<file path="src/rtl/repack_16to12_if.sv">
// Stream interface for the 16-to-12 repacker: input word stream, output word
// stream, flush request/acknowledge and the emitted-word counter.
interface repack_16to12_if #(
  parameter int IN_W  = 16,
  parameter int OUT_W = 12
);
  logic [IN_W-1:0]  in_data;
  logic             in_valid;
  logic             in_ready;
  logic             flush;
  logic [OUT_W-1:0] out_data;
  logic             out_valid;
  logic             out_ready;
  logic             out_last;
  logic             flush_done;
  logic [15:0]      word_cnt;

  modport master (
    output in_data, in_valid, flush, out_ready,
    input  in_ready, out_data, out_valid, out_last, flush_done, word_cnt
  );

  modport slave (
    input  in_data, in_valid, flush, out_ready,
    output in_ready, out_data, out_valid, out_last, flush_done, word_cnt
  );
endinterface

</file>
<file path="src/rtl/repack_16to12.sv">
// Width-reducing repacker: 16-bit words in, dense LSB-first 12-bit words out,
// flush zero-pads the tail. Define REPACK_WORDCNT_EN to enable the word counter.
module repack_16to12 #(
  parameter int IN_W  = 16,
  parameter int OUT_W = 12,
  parameter int CNT_W = 5
) (
  input  logic              clk,
  input  logic              rst_n,
  repack_16to12_if.slave    bus
);
  localparam int BUF_W = IN_W + OUT_W;
  localparam logic [CNT_W-1:0] IN_CNT  = CNT_W'(IN_W);
  localparam logic [CNT_W-1:0] OUT_CNT = CNT_W'(OUT_W);

  logic [BUF_W-1:0] buf_q, buf_d;
  logic [CNT_W-1:0] cnt_q, cnt_d;
  logic [CNT_W-1:0] pop_bits, rem_cnt;
  logic             flush_pend_q, flush_pend_d;
  logic             in_ready_w, out_valid_w, push, pop;

  assign in_ready_w  = (cnt_q <= OUT_CNT) && !flush_pend_q;
  assign out_valid_w = (cnt_q >= OUT_CNT) || (flush_pend_q && (cnt_q != '0));
  assign push        = bus.in_valid && in_ready_w;
  assign pop         = out_valid_w && bus.out_ready;

  always_comb begin
    pop_bits = '0;
    if (pop) pop_bits = (cnt_q < OUT_CNT) ? cnt_q : OUT_CNT;
    rem_cnt = cnt_q - pop_bits;
    // bits above cnt are always zero, so a short final word reads zero-padded
    buf_d = pop ? (buf_q >> OUT_W) : buf_q;
    if (push) buf_d = buf_d | (BUF_W'(bus.in_data) << rem_cnt);
    cnt_d = push ? (rem_cnt + IN_CNT) : rem_cnt;
    flush_pend_d = flush_pend_q;
    if (flush_pend_q && (cnt_q == '0)) flush_pend_d = 1'b0;
    else if (bus.flush)                flush_pend_d = 1'b1;
  end

  always_ff @(posedge clk or negedge rst_n) begin
    if (!rst_n) begin
      buf_q        <= '0;
      cnt_q        <= '0;
      flush_pend_q <= 1'b0;
    end else begin
      buf_q        <= buf_d;
      cnt_q        <= cnt_d;
      flush_pend_q <= flush_pend_d;
    end
  end

  assign bus.in_ready   = in_ready_w;
  assign bus.out_valid  = out_valid_w;
  assign bus.out_data   = buf_q[OUT_W-1:0];
  assign bus.out_last   = flush_pend_q && (cnt_q != '0) && (cnt_q <= OUT_CNT);
  assign bus.flush_done = flush_pend_q && (cnt_q == '0);

`ifdef REPACK_WORDCNT_EN
  logic [15:0] word_cnt_q;

  always_ff @(posedge clk or negedge rst_n) begin
    if (!rst_n)   word_cnt_q <= '0;
    else if (pop) word_cnt_q <= word_cnt_q + 16'd1;
  end

  assign bus.word_cnt = word_cnt_q;
`else
  assign bus.word_cnt = 16'h0000;
`endif
endmodule

</file>
<file path="src/flat_wrapper.sv">
// flat-port wrapper written by rule: the top's interface ports become plain ports
module repack_16to12_flat 
#(
  parameter int IN_W  = 16,
  parameter int OUT_W = 12,
  parameter int CNT_W = 5
)
  (clk, rst_n, bus_in_data, bus_in_valid, bus_flush, bus_out_ready, bus_in_ready, bus_out_data, bus_out_valid, bus_out_last, bus_flush_done, bus_word_cnt);
  repack_16to12_if #(.IN_W(IN_W), .OUT_W(OUT_W)) bus_i ();
  input  logic clk;
  input  logic rst_n;
  input wire logic [$bits(bus_i.in_data)-1:0] bus_in_data;
  input wire logic [$bits(bus_i.in_valid)-1:0] bus_in_valid;
  input wire logic [$bits(bus_i.flush)-1:0] bus_flush;
  input wire logic [$bits(bus_i.out_ready)-1:0] bus_out_ready;
  output wire logic [$bits(bus_i.in_ready)-1:0] bus_in_ready;
  output wire logic [$bits(bus_i.out_data)-1:0] bus_out_data;
  output wire logic [$bits(bus_i.out_valid)-1:0] bus_out_valid;
  output wire logic [$bits(bus_i.out_last)-1:0] bus_out_last;
  output wire logic [$bits(bus_i.flush_done)-1:0] bus_flush_done;
  output wire logic [$bits(bus_i.word_cnt)-1:0] bus_word_cnt;
  assign bus_i.in_data = bus_in_data;
  assign bus_i.in_valid = bus_in_valid;
  assign bus_i.flush = bus_flush;
  assign bus_i.out_ready = bus_out_ready;
  assign bus_in_ready = bus_i.in_ready;
  assign bus_out_data = bus_i.out_data;
  assign bus_out_valid = bus_i.out_valid;
  assign bus_out_last = bus_i.out_last;
  assign bus_flush_done = bus_i.flush_done;
  assign bus_word_cnt = bus_i.word_cnt;
  repack_16to12 #(.IN_W(IN_W), .OUT_W(OUT_W), .CNT_W(CNT_W)) u_core (.clk(clk), .rst_n(rst_n), .bus(bus_i));
endmodule
</file>
<file path="config.mk">
export PLATFORM = sky130hd
export DESIGN_NAME = repack_16to12_flat
export DESIGN_NICKNAME = d
export VERILOG_FILES = /design/src/rtl/repack_16to12_if.sv /design/src/rtl/repack_16to12.sv /design/src/flat_wrapper.sv
export SDC_FILE = /design/constraint.sdc
export NUM_CORES = 1
export LEC_CHECK = 0
export ABC_CLOCK_PERIOD_IN_PS = 3550
export CAP_MARGIN = 20
export CORE_MARGIN = 3
export CORE_UTILIZATION = 53
export DETAILED_ROUTE_END_ITERATION = 12
export GPL_TIMING_DRIVEN = 1
export PLACE_DENSITY = 0.84
export SETUP_SLACK_MARGIN = 0.5
export SKIP_CTS_REPAIR_TIMING = 1
export SYNTH_ARGS = -nofsm -noshare
export SYNTH_HDL_FRONTEND = slang
export SYNTH_SLANG_ARGS = --single-unit
</file>
<file path="constraint.sdc">
create_clock -name clk -period 3.55 [get_ports clk]
set_input_delay 0.71 -clock clk [delete_from_list [all_inputs] [get_ports clk]]
set_output_delay 0.71 -clock clk [all_outputs]
set_load 0.01 [all_outputs]
</file>
* Word-level counts from Yosys, hierarchy flattened
Cells that the tools add are included.
** Cells by class
- Shift-type cells :: 1
- Magnitude comparators :: 3
- $mul :: 0
- Muxes and demuxes :: 7
- Reduce and logical (&&, ||, !) cells :: 11
- Bitwise operators :: 1
- Equality and inequality tests :: 0
- Add/sub/neg operators :: 2
- Divide/modulo/power cells :: 0
** Operators by type and width (count)
- 2-to-1 mux 28 bit :: 2
- OR 28 bit :: 1
- left shift 16 x 5 -> 28 bit :: 1
- 2-to-1 mux 5 bit :: 3
- logical AND 1 bit :: 6
- adder 5 bit, second input constant :: 1
- greater-or-equal comparator 5 x 4 -> 1 bit, second input constant :: 1
- <= comparator 5 x 4 -> 1 bit, second input constant :: 1
- logical NOT 5 bit :: 1
- < comparator 5 x 4 -> 1 bit, second input constant :: 1
- nonzero test 5 bit :: 1
- subtractor 5 bit :: 1
- 2-to-1 mux 1 bit :: 2
- nonzero test 2 bit :: 1
- logical NOT 1 bit :: 1
- logical OR 1 bit :: 1
** Word-level totals
- Memories :: 0
- ROM bits :: 0
- Register bits after elaboration :: 34
- RAM bits :: 0
- Output and inout bits :: 32
- Bits in latches :: 0

* Depth between registers and ports, before layout
Gate-level depths: netlist (run 1).
- Depth after elaboration :: 9
- Gate-level depth with buffers :: 14

* Worst setup path before layout (run 1)
Ideal clock, no wire load.
- Kind :: input to register
- From :: input port bus_out_ready
- To :: register u_core.buf_q[27]
- Stages :: 12
- Data required time :: 3.421 ns
- Path buffers :: 2
- Arrival time :: 3.016 ns
- Library setup time :: 0.129 ns
- Path slack :: 0.406 ns
- Cell sequence :: o21ai_0 -> nand2_1 -> clkbuf_1 -> nand3_1 -> inv_1 -> fa_1 -> buf_2 -> inv_2 -> mux4_2 -> inv_2 -> nor3_1 -> a2111o_1
** On the way
- Longest elaborated chain between the ends :: 6
- Elaborated cells between the ends (all ways) :: 7
- Those cells by class :: add/sub (1); shift (1); mux (3); bitwise (1); reduce/logical (1)
** RTL lines
- start: declaration :: RTL line flat_wrapper.sv:15 : input wire logic [$bits(bus_i.out_ready)-1:0] bus_out_ready;
- logical AND 1 bit * :: RTL line repack_16to12.sv:25 : assign pop = out_valid_w && bus.out_ready;
- 2-to-1 mux 5 bit :: RTL line repack_16to12.sv:29 : if (pop) pop_bits = (cnt_q < OUT_CNT) ? cnt_q : OUT_CNT;
- subtractor 5 bit :: RTL line repack_16to12.sv:30 : rem_cnt = cnt_q - pop_bits;
- left shift 16 x 5 -> 28 bit :: RTL line repack_16to12.sv:33 : if (push) buf_d = buf_d | (BUF_W'(bus.in_data) << rem_cnt);
- OR 28 bit :: RTL line repack_16to12.sv:33
- 2-to-1 mux 28 bit * :: RTL line repack_16to12.sv:33
- named net u_core.buf_d[27] :: RTL line repack_16to12.sv:16 : logic [BUF_W-1:0] buf_q, buf_d;
- end signal: assignment :: RTL line repack_16to12.sv:46 : buf_q <= buf_d;
- end: declaration :: RTL line repack_16to12.sv:16
Mark *: on every way through the listed nets, which the timed path passes. The rest lies on a longest branch.
A chain may end at the register's enable or synchronous reset.

* Final worst setup path (run 1)
- From :: register u_core.cnt_q[2]
- To :: register u_core.buf_q[18]
** On the way
- Longest elaborated chain between the ends :: 9
- Elaborated cells between the ends (all ways) :: 16
- Those cells by class :: add/sub (1); order compare (3); shift (1); mux (4); bitwise (1); reduce/logical (6)
** RTL lines
- start: declaration :: RTL line repack_16to12.sv:17 : logic [CNT_W-1:0] cnt_q, cnt_d;
- start signal: assignment :: RTL line repack_16to12.sv:47 : cnt_q <= cnt_d;
- branches (longest 8 deep; another with greater-or-equal comparator 5 x 4 -> 1 bit)
- 2-to-1 mux 28 bit * :: RTL line repack_16to12.sv:33
- named net u_core.buf_d[18] :: RTL line repack_16to12.sv:16
Mark *: on every way through the listed nets, which the timed path passes.

==> results of run 1 <==
-- placed cells by master, fill, tap and decap left out, drive strengths merged, types with 2 or more instances in the layout --
cell	netlist	final
o22ai	5	5
mux2	18	18
nand3	29	29
dfrtp	34	34
nand2b	5	5
conb	1	16
and3	2	2
a21oi	11	11
nand2	31	31
or3	2	2
mux2i	25	25
o211ai	8	8
nand4	2	2
o221ai	2	2
and2	2	2
xnor2	3	3
clkdlybuf4s50	0	35
a32oi	4	4
clkbuf	9	8
o21ai	6	6
nor2	23	23
inv	7	8
nor3	13	13
a22oi	2	2
buf	38	36
a21o	3	3
a221oi	2	2
a2111o	3	3
a31oi	2	2
o31a	2	2
mux4	3	3
ha	4	4
-- logic make-up after synthesis --
family | after synthesis
multiplexers | 46
AND/OR/NAND/NOR | 110
other | 1
adder cells (fa/ha/maj) | 5
XOR/XNOR | 4
AO/OA/AOI/OAI | 55
buffers and inverters | 55
flip-flops | 34
-- state kept, by name, summed over array words and instances, names as in the netlist --
register,cells
u_core.flush_pend_q,1
u_core.buf_q,28
u_core.cnt_q,5
-- tightest hold or removal path: cells and delay by family (launching register included) --
kind / cells / cell delay, ps
flops: 1 / 340
simple gates: 2 / 120
-- layer usage --
metal | part of all wire [%] | up-vias | GRT usage, % | wire length, µm
met2 | 46 | 166 | 36.6 | 3460
met4 | 4.4 | 0 | 10.8 | 334
met5 | 0 | - | 0 | 0
met3 | 8.6 | 44 | 4.24 | 652
li1 | - | 1181 | - | -
met1 | 41 | 1252 | 32.8 | 3110
-- final cells by class --
class	instances	area (µm²)
clock buffer	7	76.3
inverter	8	32.5
timing repair buffer	73	728
multi-input combinational	236	1740
tap	67	83.8
clock inverter	1	30.0
fill	349	1330
sequential	34	855
-- per-stage QoR --
step | hold WS, ps | cells | TNS (ps) | util, %
3_5_place_dp | 482 | 411 | -31.2 | 66.3
4_1_cts | 498 | 419 | 0 | 68.5
6_report | 492 | 426 | 0 | 72.7
2_1_floorplan | 414 | 325 | 0 | -
5_1_grt | 536 | 426 | 0 | 72.7
3_3_place_gp | 476 | 411 | 0 | 66.3
-- worst paths after layout --
path	startpoint	endpoint	cells after the start
max	u_core.cnt_q[2]	u_core.buf_q[18]	12
min	u_core.buf_q[5]	u_core.buf_q[5]	2
min in group asynchronous	rst_n	u_core.buf_q[5]	2
max in group asynchronous	rst_n	u_core.cnt_q[0]	2
max reg2reg	u_core.cnt_q[2]	u_core.buf_q[18]	12
min reg2reg	u_core.buf_q[5]	u_core.buf_q[5]	2
==> impl_metrics.ini, run 1 <==
[clock_network]
cts_tree = built
htreeDepth = 2
cts_root_buf = clkbuf_8
clockBufferDepth = 2
cts_sinks = 34
insertion_delay_ps = 290
clk_pin_slew_ps = 70
cts_inserted_buffers = 5

[synthesis]
yosys.area.top_type = dfrtp_1
yosys.cell_count.top_type = dfrtp_1
synthAdderAreaFrac_pct = 2.55
synth_top_family_by_area = multiplexers
ys_top_cells_by_area = dfrtp_1 31%, mux2i_1 9.1%, buf_4 7.9%
syn_area_um2 = 2750
yosysWarnings = 0
muxShareOfSynthArea_pct = 19.3
synth-xor-area-share_pct = 1.55
synth_commonest_cells = 34 x dfrtp_1, 31 x nand2_1, 29 x buf_4, 29 x nand3_1, 25 x mux2i_1
synth_compound_area_share_pct = 14.5
synthArstFlopShare_pct = 100
synth_seq_cells = 34
syn_avg_cell_area_um2 = 8.88
synth_top_area_share_pct = 30.9
synthSimpleGateAreaFrac_pct = 18.2
synth_flop_cell = dfrtp_1
synthCells = 310
synth_edf_count = 0
yosys.cell_types.count = 48
ys_seq_area_share_pct = 30.9

[floorplan]
die_area_um2 = 6090
coreArea_um2 = 4880
die_h_um = 78.1
pin_count = 53
die_w_um = 78.1
start_util_pct = 56.4
num_rows = 25

[worst_setup_path]
rrSetupSlack_ps = 470
critical_path.top_delay_family = compound AO/OA/AOI/OAI gates
cp_cell_sequence = o31a_1 > nand2_1 > nand2_2 > and3_4 > ha_4 > fa_2 > xor2_4 > buf_12 > mux2i_1 > a21o_1 > nor3_1 > a2111o_1
start_kind = register
slowest_delay_ps = 440
worst-setup-path-type = reg2reg
cp.required_ps = 3720
slowest_stage = dfrtp_2
crit_fanout = 7
cp-end-kind = register
critPathArrivalTime_ps = 3250
critPathBufInv = 1

[sta]
max_slew.worst_pin.slew_ps = 521
fin_skew_ps = 2.56
setup_viol = 0
fin_crit_ps = 3080
finalCritPeriodShare_pct = 86.7
rsz0062_at_grt = true
slew_headroom_pct = 65.2
finalHoldViolCount = 0
finalWorstSetupSlack_ps = 472
final_max_slew_viol_count = 0
timing.fmax_mhz = 325

[global_route]
gr-total-overflow = 0
grt_pass1_wl_um = 11500
first_global_vias = 2381
grtUsageTotal_pct = 23.8
antenna_found_initial = 0
grt_max_degree = 35

[final_layout]
nNetsFinal = 384
layout-drive-gt1-share_pct = 25.3
num_antenna_cells = 0
final_area_um2 = 3550
area_delta_synth_final_pct = 28.9

[run_status]
status = completed

[placement]
port_buffers = 36
place_congestion = 0.881
placed_area_um2 = 3240
pre_cts_slack_ps = -31.2
dp_hpwl_um = 5170

[detailed_routing]
routed_wl_um = 7560
via_count = 2643
drt-initial-drc-count = 386
routedWlPerCell_um = 17.7
via_per_inst = 6.20
drc = 0
ant_nets = 0
drtPass1Iterations = 5

[worst_hold_path]
hold_path_class = reg2reg

[job]
cap_viol_max_count = 0
Power of run 1 is not shown: default switching activity piles up to over one toggle a cycle in this logic, so the estimate is an artifact.
==> run 2: changes to the inputs <==
CELL_PAD_IN_SITES_DETAIL_PLACEMENT = 0   (was unset)
CELL_PAD_IN_SITES_GLOBAL_PLACEMENT = 2   (was unset)
CORE_UTILIZATION = 32   (was 53)
==> run 2 against run 1 <==
Compared with the run above:
- routed wire length rose by 5.2%
- register-to-register slack barely moved
- via count fell by 5.9%
- worst setup slack got worse by 15 ps
- critical endpoint is now u_core.buf_q[26]
- clock-buffer cell count fell by 1
- largest cell class unchanged
- critical path depth did not move
==> impl_metrics.ini, run 2 (same netlist as run 1, synthesis figures left out) <==
[run_status]
status = completed

[floorplan]
start_util_pct = 33.2
die_w_um = 98.7
die_area_um2 = 9750
die_h_um = 98.7
pin_count = 53
coreArea_um2 = 8300
num_rows = 33

[global_route]
grtUsageTotal_pct = 15.4
antenna_found_initial = 0
first_global_vias = 2326
grt_pass1_wl_um = 12100
gr-total-overflow = 0
met3_usage_pct = 1.70
grtUsageMet2_pct = 24.2
gr-usage-met1_pct = 22.6
grt_busiest_layer = met2
grt_max_degree = 35

[sta]
tns_ps = 0
finalCritPeriodShare_pct = 87.1
finalHoldViolCount = 0
setup_viol = 0
max_slew.worst_pin.slew_ps = 503
slew_headroom_pct = 66.4
final_max_slew_viol_count = 0
rsz0062_at_grt = true
fin_skew_ps = 5.40
fin_crit_ps = 3090
timing.fmax_mhz = 323
hold_slack_ps = 493

[final_layout]
num_antenna_cells = 0
layout_commonest_cell = clkdlybuf4s50_1
reg.largest.list = u_core.buf_q (28), u_core.cnt_q (5), u_core.flush_pend_q (1)
final_cell_mix = 35 x clkdlybuf4s50_1, 32 x buf_4, 30 x dfrtp_1
nNetsFinal = 388
regMostFlops = u_core.buf_q
area_delta_synth_final_pct = 32.5
fillCellCount = 813
fin_cells = 466
largest_reg_flops = 28
post-route-util_pct = 43.9
layout-drive-gt1-share_pct = 29.4

[detailed_routing]
via_per_inst = 5.34
drtPass1Iterations = 4
routed_wl_um = 7950
routedWlPerCell_um = 17.1
drt-initial-drc-count = 145
drc = 0
via_count = 2487
ant_nets = 0

[placement]
place_congestion = 0.856
dp_cells = 448
port_buffers = 36
dp_hpwl_um = 5770

[worst_setup_path]
crit_start = u_core.cnt_q[2]
worst-setup-path-type = reg2reg
critPathArrivalTime_ps = 3260
rr_startpoint = u_core.cnt_q[2]
cp-end-kind = register
cp.required_ps = 3720
crit_fanout = 5
start_kind = register

[clock_network]
cts_root_buf = clkbuf_8
cts_sinks = 34
clockBufferDepth = 2
htreeDepth = 2
cts_inserted_buffers = 5
cts_tree = built
insertion_delay_ps = 280
clk_pin_slew_ps = 70

[job]
cap_viol_max_count = 0

[worst_hold_path]
hold_start = u_core.buf_q[6]
hold_path_class = reg2reg
## run 2: area by class of cell
| type | instances | area, µm² | share of cell area [%] |
|---|---|---|---|
| multi-input combinational | 236 | 1780 | 49.0 |
| sequential | 34 | 856 | 23.5 |
| timing repair buffer | 77 | 758 | 20.8 |
| tap | 105 | 131 | 3.60 |
| clock buffer | 6 | 82.6 | 2.27 |
| inverter | 8 | 32.5 | 0.893 |
## run 2: layer usage
layer | part of all wire, % | wire length [µm]
met3 | 4.5 | 357
met2 | 47 | 3720
met4 | 1.4 | 108
met5 | 0 | 0
met1 | 47 | 3760
## run 2: path summary, 6_finish.rpt
path	to	slack, ps	cells after the start
setup reg to reg	u_core.buf_q[26]	460	12
hold / removal	u_core.buf_q[6]	490	2
min in group asynchronous	u_core.buf_q[10]	840	2
setup / recovery	u_core.buf_q[26]	460	12
hold reg to reg	u_core.buf_q[6]	490	2
max in group asynchronous	u_core.cnt_q[0]	2380	2
## run 2: worst max-delay path: stages (launching register included)
cell,delay (ps)
dfrtp_2,430
o31a_1,350
nand2_1,90
nand2_2,60
and3_4,170
ha_4,160
fa_2,430
xor2_4,270
buf_12,170
mux2i_2,240
mux2_4,210
nor3_1,50
a2111o_1,340
## run 2: metrics by stage
stage	instance area, µm²	setup WS (ps)
after CTS	3330	201
after global placement	3250	4.17
after floorplan	2810	502
after global routing	3640	329
after detailed placement	3250	-86.6
final	3640	457
Power of run 2 is left out for the same reason.
